$ cat src/rtl/key_schedule_ctrl.sv
// Key schedule sequencer: holds NUM_KEYS key slots and presents one per
// epoch of EPOCH_LEN cycles, cycling through all slots once per period.
module key_schedule_ctrl #(
  parameter int unsigned KEY_W     = 16,
  parameter int unsigned NUM_KEYS  = 5,
  parameter int unsigned EPOCH_LEN = 13
) (
  input  logic             clk,
  input  logic             rst,
  input  logic             cfg_we,
  input  logic [2:0]       cfg_addr,
  input  logic [KEY_W-1:0] cfg_wdata,
  input  logic             start,
  input  logic             stop,
  input  logic             pause,
  output logic [KEY_W-1:0] key_out,
  output logic             key_valid,
  output logic [2:0]       epoch_idx,
  output logic             sync_pulse,
  output logic             busy,
  output logic             err
);

  localparam int unsigned PERIOD = NUM_KEYS * EPOCH_LEN;
  localparam int unsigned CW     = (PERIOD > 1) ? $clog2(PERIOD) : 1;
  localparam int unsigned PW     = (EPOCH_LEN > 1) ? $clog2(EPOCH_LEN) : 1;

  typedef enum logic [1:0] {IDLE, RUN, PAUSED} state_t;

  state_t              state;
  logic [CW-1:0]       cnt;
  logic [PW-1:0]       phase;
  logic [NUM_KEYS-1:0] mask;
  logic [KEY_W-1:0]    slot [NUM_KEYS];
  logic                addr_ok;
  logic                all_written;

  assign addr_ok     = ({29'd0, cfg_addr} < NUM_KEYS);
  assign all_written = &mask;

  // phase tracks position inside the epoch so epoch_idx advances without a divider
  always_ff @(posedge clk or posedge rst) begin
    if (rst) begin
      state     <= IDLE;
      cnt       <= '0;
      phase     <= '0;
      epoch_idx <= '0;
      mask      <= '0;
      err       <= 1'b0;
      for (int unsigned i = 0; i < NUM_KEYS; i++) slot[i] <= '0;
    end else begin
      if (cfg_we) begin
        if (state == IDLE && addr_ok) begin
          slot[cfg_addr] <= cfg_wdata;
          mask[cfg_addr] <= 1'b1;
        end else begin
          err <= 1'b1;
        end
      end

      case (state)
        IDLE: begin
          if (start && !stop) begin
            if (all_written) begin
              state     <= RUN;
              cnt       <= '0;
              phase     <= '0;
              epoch_idx <= '0;
            end else begin
              err <= 1'b1;
            end
          end
        end
        RUN: begin
          if (stop) begin
            state     <= IDLE;
            cnt       <= '0;
            phase     <= '0;
            epoch_idx <= '0;
          end else if (pause) begin
            state <= PAUSED;
          end else if (cnt == CW'(PERIOD - 1)) begin
            cnt       <= '0;
            phase     <= '0;
            epoch_idx <= '0;
          end else begin
            cnt <= cnt + 1'b1;
            if (phase == PW'(EPOCH_LEN - 1)) begin
              phase     <= '0;
              epoch_idx <= epoch_idx + 3'd1;
            end else begin
              phase <= phase + 1'b1;
            end
          end
        end
        PAUSED: begin
          if (stop) begin
            state     <= IDLE;
            cnt       <= '0;
            phase     <= '0;
            epoch_idx <= '0;
          end else if (!pause) begin
            state <= RUN;
          end
        end
        default: state <= IDLE;
      endcase
    end
  end

  // decoded straight from registered state so rst drops them without a clock edge
  always_comb begin
    busy       = (state != IDLE);
    key_valid  = busy;
    key_out    = busy ? slot[epoch_idx] : '0;
    sync_pulse = (state == RUN) && (cnt == '0);
  end

endmodule

$ cat config.mk
export PLATFORM = sky130hd
export DESIGN_NAME = key_schedule_ctrl
export DESIGN_NICKNAME = d
export VERILOG_FILES = /design/src/rtl/key_schedule_ctrl.sv
export SDC_FILE = /design/constraint.sdc
export NUM_CORES = 1
export LEC_CHECK = 0
export ABC_AREA = 1
export CAP_MARGIN = 20
export CORE_MARGIN = 8
export CORE_UTILIZATION = 55
export DETAILED_ROUTE_END_ITERATION = 10
export GPL_TIMING_DRIVEN = 0
export PLACE_DENSITY = 0.77
export SETUP_SLACK_MARGIN = 0.2
export SYNTH_ARGS = -nofsm -noshare
export SYNTH_HDL_FRONTEND = slang
export SYNTH_SLANG_ARGS = --single-unit
export TNS_END_PERCENT = 5
$ cat constraint.sdc
create_clock -name clk -period 7.6 [get_ports clk]
set_input_delay 1.52 -clock clk [delete_from_list [all_inputs] [get_ports clk]]
set_output_delay 1.52 -clock clk [all_outputs]
set_load 0.02 [all_outputs]
---- Yosys cells after proc, flatten, opt, wreduce, memory -nomap -nowiden ----
Index checks and enable logic that the tools add are counted.
word-level totals
  bits in registers ....................... 102
  input port bits ......................... 25
  output and inout bits ................... 23
  word-level logic and storage cells ...... 93
operators by class
  add/sub/neg operators ................... 3
  order comparisons ....................... 6
  equality and inequality tests ........... 11
  mux-type cells .......................... 44
  bitwise gates (word level) .............. 3
  reduce and logical (&&, ||, !) cells .... 15
operators with widths
  cell                   number
  $bwmux W80             1
  $mux W16               4
  $bmux W16 S3           1
  $demux W16 S3          1
  $mux W7                6
  $mux W4                7
  $mux W3                7
  $pmux W7 S3            1
  $mux W2                6
  $pmux W4 S3            1
  $reduce_and A5 Y1      2
  $ne A3 B3 Y1 const B   3
  $pmux W3 S3            1
  $ge A4 B4 Y1 const B   2
  $not A3 Y4             2
  $add A7 B1 Y7 const B  1
  $eq A7 B7 Y1 const B   1
  $logic_not A7 Y1       1
  $mux W1                6
  $pmux W2 S3            1
  $reduce_and A6 Y1      1
  $logic_and A1 B1 Y1    5
  $or A5 B5 Y5           1
  $add A4 B1 Y4 const B  1
  other kinds (18)       19

---- Longest topological paths before layout ----
  word-level depth ........................ 7
  gate-level depth with buffers ........... 10

---- Worst setup path before layout ----
No wires, ideal clock.
  path type ............................... register to output
  start point ............................. register epoch_idx[1]
  end point ............................... output port key_out[15]
  arrival time ............................ 1465 ps
  slack ................................... 4615 ps
  stages on the path, launching flop included .. 7
  buffers on the path ..................... 2
  cells stage by stage .................... dfrtp_1 -> clkbuf_2 -> buf_2 -> o21ai_0 -> o21ai_0 -> nand2_1 -> a21oi_1
between the ends
  cells in the longest elaborated chain, start to end .. 5
RTL lines
  item                                         RTL line  RTL
  start, declared                              18        output logic [2:0] epoch_idx,
  start signal, assigned                       90        epoch_idx <= epoch_idx + 3'd1;
  $not A3 Y4 (implied by the code)             115       key_out = busy ? slot[epoch_idx] : '0;
  $bmux W16 S3                                 115
  $mux W16 (implied by the code) (2 in a row)  115
  $mux W16                                     115
  end, declared                                16        output logic [KEY_W-1:0] key_out,
Every way passes these cells. The select of a mux whose other input is x is not followed.

---- Worst setup path in the final report ----
  start point ............................. register epoch_idx[1]
  end point ............................... output port key_out[0]
The elaborated chain is that of the path after synthesis.

==> metrics <==
CP required 6.08 ns; Diodes inserted 0; vias in the first global route 4,494; CTS Hold Bufs 0; maximum vdd drop 0.000299 V; synth warn 0; Slew @ Worst Pin 0.702 ns; Tmin final 4.18 ns; synthesized net count 667; maximum clock rate 0.239 GHz; layout cell share with drive strength beyond 1 18.9%; first-pass GRT wire length 22,700 um; maxcap violations 0; CP Max Fanout 10; Yosys top cell area share a little under half; HP Start mask[2]$_DFFE_PP0P_; crit-path cells clkbuf_2 > buf_1 > o21ai_0 > o21ai_0 > o21ai_0 > inv_1 > clkdlybuf4s50_1; DP Area 6060 um^2; Area contributors post-synth dfrtp_1 (47%), o21ai_2 (10%), nand2_1 (10%); clock buffer depth 2; aggregate global-route resource usage 22.2%; initial drt markers 436; most common cell after layout, fill and taps aside nand2_1; endpoints failing setup 0; commonest cells after routing, fill and taps aside nand2_1 (145), dfrtp_1 (102), nor2_1 (65), o21ai_0 (65), o21ai_2 (64); Synth Register Bits 102; Critical path buffers and inverters 4; Seq/Total Area, Yosys between 40% and 50%; vias post-DR 4,519; postcts setup bufs 0; Worst slew margin about 53%; DR vias/cell 5.44; clock transition at the registers of the reported paths 0.10 ns; CP top delay family buffers and inverters; CTS root buf clkbuf_8; synthesized instance count 637; Leakage Power 3.11 nW; initial antenna violation count 0; Clock Skew around 0.015 ns; fin nets 725; Detail Placement HPWL 9380 um; Mapped Avg Cell Area 8.48 um^2; area leader, netlist dfrtp_1; Final Cell Area between 6000 and 7000 um^2; Post-DRT Antenna Nets 0; Worst Hold Depth 2; Core ar. 9640 um^2; R2R Path Start cnt[0]$_DFFE_PP0P_; Crit. End Element primary output; mapped cell area approximately 5400 um^2; Rows 36; Crit path largest cell delay approximately 0.61 ns; die area between 10,000 and 15,000 um^2; CTS buffer count 9; count of final hold-check violations 0; Placer Congestion between 0.8 and 0.9; number of cells on the critical path 7; TritonCTS Sinks 102; Crit Path Category reg2out; setup TNS 0 ns; Critical Path AT between 2 and 3 ns; unrepaired setup endpoints after global routing false; Register-to-Register Path Depth 10; I/O pins 48; fin crit share 55.0%; Slew Viols, Final 0; Die W 115 um; Area Overhead vs Synth 15.1%; initial core utilization 56.0%; Avg WL per Cell roughly 17 um; worst setup path startpoint epoch_idx[1]$_DFFE_PP0P_; crit path launch type flip-flop; total congestion overflow 0; Min-Delay Path Class reg2reg; largest net degree at the start of global routing 53; clock latency on the worst-skew pair 0.38 ns; PortBufs 46; H-Tree Depth 3; die height roughly 120 um; PostCTS Resize Cnt 0; WL final 13,700 um; drt drc 0; most frequent CP cell o21ai_0; CTS tree yes; Max stage delay cell, worst path clkdlybuf4s50_1; status complete, no violations; PD cells 359 nW/um^2; Distinct cells, synth 29; Initial DRT Pass Iterations 5
==> final timing paths <==
kind,endpoint,slack [ns]
worst min-delay path,mask[2]$_DFFE_PP0P_,0.46
max in group asynchronous,slot[46]$_DFFE_PP0P_,5.33
worst min register to register,mask[2]$_DFFE_PP0P_,0.46
worst max-delay path,key_out[0],3.42
min in group asynchronous,slot[3]$_DFFE_PP0P_,1.59
worst max register to register,epoch_idx[2]$_DFFE_PP0P_,5.95
==> sequential cells by signal, summed over array words and instances (netlist names) <==
| register | cells |
|---|---|
| state | 2 |
| mask | 5 |
| cnt | 7 |
| epoch_idx | 3 |
| slot | 80 |
| phase | 4 |
| err | 1 |
==> tightest hold or removal path: stages, from the launching register on <==
cell	delay (ns)
dfrtp_1	0.33
inv_1	0.05
nand2_1	0.06
==> per-layer routing <==
metal	routed length, um	GRT usage [%]	up-vias
met4	182	6.92	0
met5	0	0	-
li1	-	-	2159
met1	5920	28.2	2175
met2	6570	36.2	161
met3	1060	5.72	24
==> synthesized netlist by cell type <==
cell type	count
nand4_1	6
buf_6	17
buf_4	2
nand2_1	145
nand2_8	1
buf_2	9
ha_1	5
xor2_1	4
buf_1	1
or2_1	1
a21oi_2	1
o21ai_0	65
nor2_2	4
clkbuf_1	6
o21ai_1	21
nand2_4	6
clkbuf_2	1
nand3_1	17
a21oi_1	18
inv_1	61
nand2_2	3
o21ai_2	64
dfrtp_1	102
inv_2	3
nor2_8	2
a31o_2	1
nor3_1	4
nor2_1	65
nor2_4	2
==> cell families after synthesis <==
group / Yosys count / share of synthesized area (%)
adder cells (fa/ha/maj): 5 / 1.16
AND/OR/NAND/NOR: 256 / 20.9
AO/OA/AOI/OAI: 170 / 20.3
buffers and inverters: 100 / 9.68
flip-flops: 102 / 47.2
XOR/XNOR: 4 / 0.648
==> where the power goes <==
part	switching (mW)	internal (mW)	leakage [nW]
Clock	0.188	0.116	0.0736
Sequential	0.126	0.763	1.29
Combinational	0.617	0.426	1.74
==> per-stage QoR <==
step | util [%] | setup WS [ns] | cells | total power [mW] | hold slack (ns)
2_1_floorplan | - | 3.40 | 637 | 1.60 | 0.422
3_3_place_gp | 62.6 | 1.91 | 816 | 1.90 | 0.433
3_5_place_dp | 62.9 | 3.82 | 817 | 1.94 | 0.444
4_1_cts | 64.5 | 3.40 | 831 | 2.24 | 0.466
5_1_grt | 64.5 | 3.30 | 831 | 2.41 | 0.483
6_report | 64.5 | 3.42 | 831 | 2.24 | 0.462
==> layout make-up <==
cell class	count	area (um^2)
tap	133	166
clock buffer	9	124
inverter	64	243
clock inverter	5	36.3
multi-input combinational	435	2330
buffer	36	283
fill	868	3420
sequential	102	2550
timing repair buffer	47	488
No activity file was read; power rests on OpenSTA's default activity.
